--- src/rtl/fetch_pkg.sv ---
// fetch_pkg: shared types and constants for the instruction-fetch sequencer.
package fetch_pkg;
  typedef enum logic [1:0] {BOOT = 2'd0, FETCH = 2'd1, WAIT = 2'd2} fetch_state_e;
  typedef struct packed {
    logic [31:0] pc;
    logic [31:0] instr;
  } fetch_entry_t;
  localparam logic [31:0] NOP_INSTR = 32'h0000_0013;
  localparam logic [31:0] PC_STEP = 32'd4;
endpackage

--- src/rtl/fetch_skid_buf.sv ---
// fetch_skid_buf: one-entry {pc, instr} holding slot with synchronous flush.
module fetch_skid_buf
  import fetch_pkg::*;
(
  input  logic         clk,
  input  logic         rstn,
  input  logic         flush,
  input  logic         push,
  input  logic         pop,
  input  fetch_entry_t din,
  output logic         full,
  output fetch_entry_t dout
);
  always_ff @(posedge clk or negedge rstn)
    if (!rstn) begin
      full <= 1'b0;
      dout <= '0;
    end else if (flush) begin
      full <= 1'b0;
    end else if (push) begin
      full <= 1'b1;
      dout <= din;
    end else if (pop) begin
      full <= 1'b0;
    end
endmodule

--- src/rtl/fetch_unit.sv ---
// fetch_unit: PC sequencer with one outstanding imem read, redirects and decode backpressure.
// Optional misaligned-redirect trap enabled by defining FETCH_MISALIGN_EN.
module fetch_unit
  import fetch_pkg::*;
#(
  parameter logic [31:0] RESET_PC  = 32'h0000_3000,
  parameter logic [31:0] NOP_INSTR = fetch_pkg::NOP_INSTR
) (
  input  logic        clk,
  input  logic        rstn,
  input  logic [31:0] pc_q,
  output logic [31:0] pc_next,
  output logic        pc_wen,
  output logic        imem_req_valid,
  input  logic        imem_req_ready,
  output logic [31:0] imem_addr,
  input  logic        imem_rsp_valid,
  input  logic [31:0] imem_rsp_data,
  input  logic        redirect_valid,
  input  logic [31:0] redirect_pc,
  output logic        id_valid,
  input  logic        id_ready,
  output logic [31:0] id_pc,
  output logic [31:0] id_instr,
  output logic        exc_misalign
);
  fetch_state_e state, state_nxt;
  fetch_entry_t skid_q;
  logic        kill, kill_nxt, exc_q;
  logic        redir, hs, rsp, rsp_take, out_free, skid_full, skid_push, skid_pop;
  logic [31:0] req_pc, instr_q, redir_target;
  assign redir          = redirect_valid && state != BOOT;
  assign imem_req_valid = state == FETCH && !skid_full && !redirect_valid && !exc_q;
  assign imem_addr      = pc_q;
  assign hs             = imem_req_valid && imem_req_ready;
  assign rsp            = state == WAIT && imem_rsp_valid;
  assign rsp_take       = rsp && !kill && !redir;
  assign out_free       = !id_valid || id_ready;
  assign skid_push      = rsp_take && !out_free;
  assign skid_pop       = !redir && skid_full && out_free;
  // BOOT is the reset state, so the write enable is also masked by rstn itself
  assign pc_wen         = rstn && (state == BOOT || redir || hs);
  assign pc_next        = state == BOOT ? RESET_PC : redir ? redir_target : pc_q + PC_STEP;
  assign id_instr       = id_valid ? instr_q : NOP_INSTR;
  assign exc_misalign   = exc_q;
`ifdef FETCH_MISALIGN_EN
  assign redir_target = redirect_pc;
  always_ff @(posedge clk or negedge rstn)
    if (!rstn) exc_q <= 1'b0;
    else if (redir && |redirect_pc[1:0]) exc_q <= 1'b1;
`else
  assign redir_target = redirect_pc & ~32'd3;
  assign exc_q        = 1'b0;
`endif
  always_comb begin
    state_nxt = state == BOOT  ? FETCH :
                state == FETCH ? (hs ? WAIT : FETCH) :
                                 (imem_rsp_valid ? FETCH : WAIT);
    // a redirect with the response already here drops it directly, no kill needed
    kill_nxt  = redir       ? (kill || (state == WAIT && !imem_rsp_valid)) :
                (rsp && kill) ? 1'b0 : kill;
  end
  always_ff @(posedge clk or negedge rstn)
    if (!rstn) begin
      state    <= BOOT;
      kill     <= 1'b0;
      req_pc   <= '0;
      id_valid <= 1'b0;
      id_pc    <= '0;
      instr_q  <= NOP_INSTR;
    end else begin
      state <= state_nxt;
      kill  <= kill_nxt;
      if (hs) req_pc <= pc_q;
      if (redir) id_valid <= 1'b0;
      else if (out_free) begin
        id_valid <= skid_full || rsp_take;
        if (skid_full) begin
          id_pc   <= skid_q.pc;
          instr_q <= skid_q.instr;
        end else if (rsp_take) begin
          id_pc   <= req_pc;
          instr_q <= imem_rsp_data;
        end
      end
    end
  fetch_skid_buf u_skid (
    .clk  (clk),
    .rstn (rstn),
    .flush(redir),
    .push (skid_push),
    .pop  (skid_pop),
    .din  ('{pc: req_pc, instr: imem_rsp_data}),
    .full (skid_full),
    .dout (skid_q)
  );
endmodule

--- config.mk ---
export PLATFORM = sky130hd
export DESIGN_NAME = fetch_unit
export DESIGN_NICKNAME = d
export VERILOG_FILES = /design/src/rtl/fetch_pkg.sv /design/src/rtl/fetch_skid_buf.sv /design/src/rtl/fetch_unit.sv
export SDC_FILE = /design/constraint.sdc
export NUM_CORES = 1
export LEC_CHECK = 0
export BUFFER_PORTS_ARGS = -buffer_cell sky130_fd_sc_hd__buf_2
export CAP_MARGIN = 10
export CELL_PAD_IN_SITES_DETAIL_PLACEMENT = 1
export CELL_PAD_IN_SITES_GLOBAL_PLACEMENT = 2
export CORE_UTILIZATION = 31
export CTS_BUF_LIST = sky130_fd_sc_hd__clkbuf_16
export DETAILED_ROUTE_END_ITERATION = 12
export GPL_TIMING_DRIVEN = 0
export MAX_ROUTING_LAYER = met4
export PLACE_DENSITY_LB_ADDON = 0.1
export RECOVER_POWER = 25
export REMOVE_ABC_BUFFERS = 1
export SKIP_CTS_REPAIR_TIMING = 1
export SYNTH_ARGS = -nofsm -noshare
export SYNTH_HDL_FRONTEND = slang
export SYNTH_SLANG_ARGS = --single-unit
export TNS_END_PERCENT = 30
--- constraint.sdc ---
create_clock -name clk -period 3.2 [get_ports clk]
set_input_delay 0.96 -clock clk [delete_from_list [all_inputs] [get_ports clk]]
set_output_delay 0.96 -clock clk [all_outputs]
set_load 0.01 [all_outputs]
==> flow_summary.json, run 1 <==
{
  "dieArea_um2": 27800,
  "grt_pass1_wl_um": 37900,
  "crit_path_max_fanout": 8,
  "cpPeakStageDelay_ns": 0.53,
  "die_h_um": 167,
  "final_common_cell": "mux2_2",
  "drv_slew": 0,
  "synthCells": 691,
  "drt_iter0_markers": 208,
  "globalRouteOverflowTotal": 0,
  "p_per_area_nw_per_um2": 495,
  "dp_hpwl_um": 16400,
  "crit_path_start_kind": "primary input",
  "worstPathArrival_ns": 2.67,
  "vias": 6279,
  "ys.warnings.count": 0,
  "period_needed_ns": 3.63,
  "numCtsBuffers": 17,
  "grt_pass1_vias": 6813,
  "fin_ws_ns": -0.426,
  "yosys.cell_types.count": 44,
  "path_class": "primary input to output pin",
  "grtUsageTotal_pct": 18.0,
  "crit_required_ns": 2.24,
  "drive_above_1_share_pct": 60.7,
  "end_kind": "output pin",
  "final-hold-violation-count": 0,
  "ir_worst_vdd_mv": 0.320,
  "htreeDepth": 4,
  "routedWlPerCell_um": 19.2,
  "io_buffers": 230,
  "rsz0062_at_grt": "yes",
  "synth.avg_cell_area_um2": 12.2,
  "start_util_pct": 31.9,
  "power_leakage_nw": 5.31,
  "place_congestion": 0.756,
  "slowest_stage": "or3_4",
  "ys_seq_elements": 165,
  "yosysSeqAreaShare_pct": 49.1,
  "clockBufferDepth": 2,
  "fp-row-count": 59,
  "path_cells": "buf_8 > nand4_1 > or3_4 > or4_1 > a31oi_1 > buf_2",
  "cts_tree": "yes",
  "max_freq_ghz": 0.276,
  "final_cell_area_um2": 10900,
  "worst_slew_pin_slew_ns": 1.16,
  "drtPass1Iterations": 4,
  "routed_wl_um": 24000,
  "die_x_um": 167,
  "relSlewSlack_pct": 22.9,
  "p_total_mw": 5.39,
  "violations": "setup timing",
  "syn_to_final_growth_pct": 29.4,
  "synthesis.area_um2": 8410,
  "finalNetCount": 1000,
  "hp-class": "primary input to async pin",
  "antenna_found_initial": 4,
  "place_area_um2": 9790,
  "post-route-period-util_pct": 113,
  "coreArea_um2": 26400,
  "finalSetupViolCount": 16,
  "post-route-drc-count": 0,
  "utilization_pct": 41.3,
  "cap_viol_max_count": 0,
  "cts.sinks": 165,
  "ioPinCount": 234,
  "path_clk_slew_ns": 0.07,
  "insertion_delay_ns": 0.43,
  "final_cell_mix": "mux2_2 (219), buf_2 (217), dfrtp_1 (161), and2_1 (29), o21ai_0 (28)",
  "status": "finished, violations left",
  "detail-route-antenna-nets": 0,
  "vias_per_cell": 5.03,
  "grt_max_degree": 89,
  "clockRootBuffer": "clkbuf_16",
  "finClkSkew_ns": 0.0166
}
-- report_power, final --
part,switching [mW],total (mW),leakage (nW),internal [mW]
Combinational,0.410,0.847,2.81,0.438
Sequential,0.119,2.39,2.21,2.27
Clock,0.968,2.16,0.295,1.19
Total,1.50,5.39,5.31,3.89
-- worst paths after layout --
path / startpoint / cells past startpoint / slack (ns) / endpoint
min: rstn / 1 / 0.42 / u_skid.dout[25]
min reg2reg: kill / 2 / 0.50 / kill
max: pc_q[10] / 6 / -0.43 / pc_next[25]
max reg2reg: u_skid.full / 6 / 0.41 / instr_q[28]
max in group asynchronous: rstn / 2 / 1.96 / instr_q[4]
min in group clk: kill / 2 / 0.50 / kill
-- metrics by stage --
stage                     instances  worst slack (ns)  setup TNS [ns]  hold WS, ns
after floorplan                 618             -1.06          -72.78        0.447
after global placement         1183             -3.83         -670.92        0.465
after detailed placement       1191             -1.01          -26.91        0.486
after CTS                      1223             -1.02          -25.38        0.505
after global routing           1249            -0.484           -5.70        0.433
final                          1249            -0.426           -3.92        0.423
-- layout make-up --
| cell class | count | area, um2 |
|---|---|---|
| antenna | 4 | 10.0 |
| clock buffer | 17 | 425 |
| clock inverter | 15 | 180 |
| fill | 2883 | 15500 |
| inverter | 11 | 45.0 |
| multi-input combinational | 442 | 4050 |
| sequential | 165 | 4140 |
| tap | 335 | 419 |
| timing repair buffer | 259 | 1620 |
| timing repair inverter | 1 | 7.51 |
-- sequential cells by signal, indices dropped and copies added (netlist names) --
signal,count
kill,1
state,2
id_pc,32
id_valid,1
instr_q,32
req_pc,32
u_skid.full,1
u_skid.dout,64
-- cell usage after synthesis --
| cell type | number | area, um2 |
|---|---|---|
| nand3_1 | 10 | 50.1 |
| a31oi_1 | 11 | 68.8 |
| a211oi_1 | 9 | 67.6 |
| nand3_2 | 1 | 10.0 |
| clkbuf_1 | 23 | 86.3 |
| buf_1 | 3 | 11.3 |
| conb_1 | 1 | 3.75 |
| xnor2_1 | 7 | 61.3 |
| buf_6 | 1 | 11.3 |
| mux2_2 | 219 | 2470 |
| nor2_1 | 12 | 45.0 |
| nand2b_1 | 3 | 18.8 |
| dfrtp_1 | 162 | 4050 |
| ha_1 | 1 | 12.5 |
| nand2_1 | 25 | 93.8 |
| o211ai_1 | 1 | 7.51 |
| inv_1 | 10 | 37.5 |
| dfstp_2 | 3 | 78.8 |
| o21ai_0 | 29 | 145 |
| nand4_4 | 1 | 21.3 |
| o31ai_1 | 8 | 60.1 |
| buf_2 | 12 | 60.1 |
| a21oi_2 | 1 | 8.76 |
| a31o_2 | 1 | 8.76 |
| or3_1 | 1 | 6.26 |
| nor4_1 | 10 | 62.6 |
| nand4_1 | 10 | 62.6 |
| clkinv_1 | 1 | 3.75 |
| buf_4 | 34 | 255 |
| nor3_1 | 9 | 45.0 |
| or3_4 | 1 | 11.3 |
| xor2_1 | 3 | 26.3 |
| or4_1 | 8 | 60.1 |
| nor3b_1 | 2 | 15.0 |
| or2_2 | 4 | 25.0 |
| and2_1 | 29 | 181 |
| a2bb2oi_1 | 1 | 8.76 |
| nor4b_1 | 1 | 8.76 |
| and4_1 | 6 | 52.6 |
| a211o_1 | 1 | 8.76 |
| a21oi_1 | 11 | 55.1 |
| nand3b_1 | 1 | 7.51 |
| mux2i_1 | 1 | 10.0 |
| and3_1 | 3 | 18.8 |
-- metal layers --
| layer | vias up | global-route usage (%) | wire, um | part of all wire, % |
|---|---|---|---|---|
| met5 | - | - | 0 | 0 |
| li1 | 2894 | - | - | - |
| met1 | 3198 | 21.6 | 10300 | 43 |
| met3 | 19 | 4.56 | 1210 | 5.1 |
| met2 | 168 | 30.3 | 12300 | 51 |
| met4 | 0 | 3.99 | 220 | 0.92 |
-- critical path, delay by kind of cell --
| kind | cells | cell delay [ns] |
|---|---|---|
| AO/OA/AOI/OAI | 1 | 0.20 |
| AND/OR/NAND/NOR | 3 | 1.26 |
| buffers and inverters | 2 | 0.24 |
-- kinds of logic (layout without fill, tap and decap cells) --
kind of cell,after synthesis,in the layout,share of synthesized area (%)
compound gates,73,73,5.22
simple gates,137,137,9.46
other cells,1,5,0.0446
fa+ha+maj,1,1,0.149
xor+xnor,10,10,1.04
flops,165,165,49.1
buf+inv,84,303,5.53
mux,220,220,29.4
(Power assumes the default switching activity.)
==> run 2, diff against run 1 <==
Settings changed: ABC_AREA set to 1, BUFFER_PORTS_ARGS -buffer_cell sky130_fd_sc_hd__buf_2 to unset, CORE_UTILIZATION 31 to 32, DONT_BUFFER_PORTS set to 1.
Clock period 3.2 ns to 3.3 ns, I/O delays scaled along.
==> run 2 against run 1 <==
The flow now finishes without violations. Design area is 12% lower. Clock power fell by 8%. First-iteration DRC count rose by 60%. Worst hold slack worse by 0.17 ns. Via count up 8.0%. Die area rose by 2.0%. Setup slack better by 0.54 ns. Clock-buffer cell count stayed put.
==> flow_summary.json, run 2 <==
{
  "synth.avg_cell_area_um2": 7.67,
  "detail-route-antenna-nets": 0,
  "ys_seq_elements": 165,
  "path_clk_slew_ns": 0.08,
  "max_freq_ghz": 0.314,
  "period_needed_ns": 3.18,
  "post-route-period-util_pct": 96.5,
  "vias_per_cell": 4.68,
  "status": "finished, final reports clean",
  "die_h_um": 168,
  "synth_top_area_share_pct": 45.7,
  "synthCells": 1155,
  "p_per_area_nw_per_um2": 623,
  "start_util_pct": 32.8,
  "final_common_cell": "nand2_1",
  "holdWs_ns": 0.250,
  "rr_startpoint": "id_valid",
  "synthTopCellsByCount": "nand2_1 (328), dfrtp_1 (162), o21ai_0 (158), inv_1 (154), nor2_1 (60)",
  "crit_path_start_kind": "primary input",
  "htreeDepth": 4,
  "dp_hpwl_um": 16300,
  "power_leakage_nw": 4.92,
  "drtPass1Iterations": 4,
  "cpPeakStageDelay_ns": 0.24,
  "finClkSkew_ns": 0.0119,
  "fp-row-count": 60,
  "clockBufferDepth": 2,
  "vias": 6779,
  "syn_to_final_growth_pct": 7.58,
  "worst_slew_pin_slew_ns": 0.579,
  "routed_wl_um": 24300,
  "coreArea_um2": 27000,
  "clockRootBuffer": "clkbuf_16",
  "r2r_end": "id_pc[31]",
  "routedWlPerCell_um": 16.8,
  "hp-class": "primary input to async pin",
  "grtUsageTotal_pct": 18.3,
  "yosys.cell_types.count": 32,
  "yosysSeqAreaShare_pct": 46.6,
  "place_congestion": 0.752,
  "startpoint": "pc_q[2]",
  "path_class": "primary input to output pin",
  "post-route-drc-count": 0,
  "setup_tns_ns": 0,
  "finalNetCount": 1197,
  "worstPathArrival_ns": 2.19,
  "finalSetupViolCount": 0,
  "synthesis.area_um2": 8860,
  "cap_viol_max_count": 0,
  "synth-edff-count": 0,
  "ioPinCount": 234,
  "die_x_um": 168,
  "slowest_stage": "a21oi_1",
  "io_buffers": 0,
  "final_cell_mix": "nand2_1 (326), dfrtp_1 (162), o21ai_0 (156), inv_1 (152)",
  "cts_tree": "yes",
  "rrSetupSlack_ns": 0.86,
  "grt_pass1_wl_um": 39000,
  "path_buf_inv": 0,
  "ys_async_sr_fraction_pct": 100,
  "cts.sinks": 165,
  "grt_pass1_vias": 6826,
  "synth_top_area_cell": "dfrtp_1",
  "antenna_found_initial": 1,
  "synthTopCellsByArea": "dfrtp_1 (46%), nand2_1 (14%), o21ai_0 (8.9%)",
  "final-hold-violation-count": 0,
  "crit_required_ns": 2.31,
  "utilization_pct": 35.3,
  "dieArea_um2": 28400,
  "drt_iter0_markers": 332,
  "cp_top_family": "simple AND/OR/NAND/NOR gates",
  "drive_above_1_share_pct": 14.8,
  "synth_most_common_cell": "nand2_1",
  "drv_slew": 0,
  "ir_worst_vdd_mv": 0.246,
  "insertion_delay_ns": 0.43,
  "end_kind": "output pin",
  "ff2ff_path_depth": 7,
  "largest_reg_flops": 64,
  "path_common_cell": "nand2_1",
  "synth_flop_cell": "dfrtp_1",
  "grt_max_degree": 167,
  "globalRouteOverflowTotal": 0,
  "crit_path_max_fanout": 5,
  "relSlewSlack_pct": 61.1,
  "numCtsBuffers": 17,
  "path_cells": "ha_1 > nand2_1 > nor2_4 > nand2_2 > nor2_2 > nand2_1 > nand2_1 > nand2_1 > a21oi_1",
  "top_register": "u_skid.dout",
  "ys.warnings.count": 0
}
## run 2: changes by cell type in the layout (fill, tap and decap cells not counted), sizes merged, moves of 10 or more
cell	before	now
nand2	25	369
buf	257	11
mux2	219	0
o21ai	29	246
inv	20	162
nor2	12	65
and2	29	1
nand3	11	25
nand4	11	1
## run 2: worst max-delay path by stage
stage               cells past startpoint  slack, ns     endpoint
floorplan                               4      -1.18     id_valid
global placement                        4      -3.36     id_valid
detailed placement                      6      -0.34  pc_next[27]
CTS                                     6      -0.34  pc_next[27]
global route                           10    -0.0007  pc_next[26]
finish                                  9       0.12  pc_next[20]
## run 2: final cells by class
class / count / area, um2
Tap cell: 341 / 427
Multi-Input combinational cell: 742 / 3610
Fill cell: 3321 / 17500
Clock inverter: 15 / 144
Timing Repair inverter: 1 / 7.51
Clock buffer: 17 / 425
Antenna cell: 1 / 2.50
Timing Repair Buffer: 11 / 188
Sequential cell: 165 / 4130
Inverter: 156 / 596
## run 2: power breakdown
| part | leakage [nW] | total [mW] | internal, mW | switching, mW |
|---|---|---|---|---|
| Sequential | 2.17 | 2.87 | 2.47 | 0.402 |
| Clock | 0.286 | 1.98 | 1.06 | 0.921 |
| Combinational | 2.46 | 1.08 | 0.451 | 0.630 |
## run 2: cells by family (layout without fill, tap and decap cells)
logic type	count (synthesis)	after routing	synth area share, %
and+or+nand+nor	466	466	21.9
AOI/OAI and AO/OA	270	270	17.5
buffers and inverters	248	200	13.4
DFF	165	165	46.6
xor gates and xnor gates	4	4	0.395
adders and majority gates	1	1	0.141
other	1	2	0.0423
## run 2: per-stage QoR
stage                     std cells  worst slack (ns)  total power [mW]  area [um2]
after global routing           1449         -0.000727              6.34        9530
after global placement         1404             -3.36              3.96        8690
final                          1449             0.117              5.94        9530
after floorplan                1063             -1.18              3.70        8260
after CTS                      1441            -0.339              6.04        9420
after detailed placement       1409            -0.339              4.00        8850
## run 2: routing by layer
metal | track usage (%) | wire, um
met2 | 28.8 | 11300
met1 | 23.0 | 11400
met5 | - | 0
met4 | 4.03 | 170
met3 | 5.57 | 1460
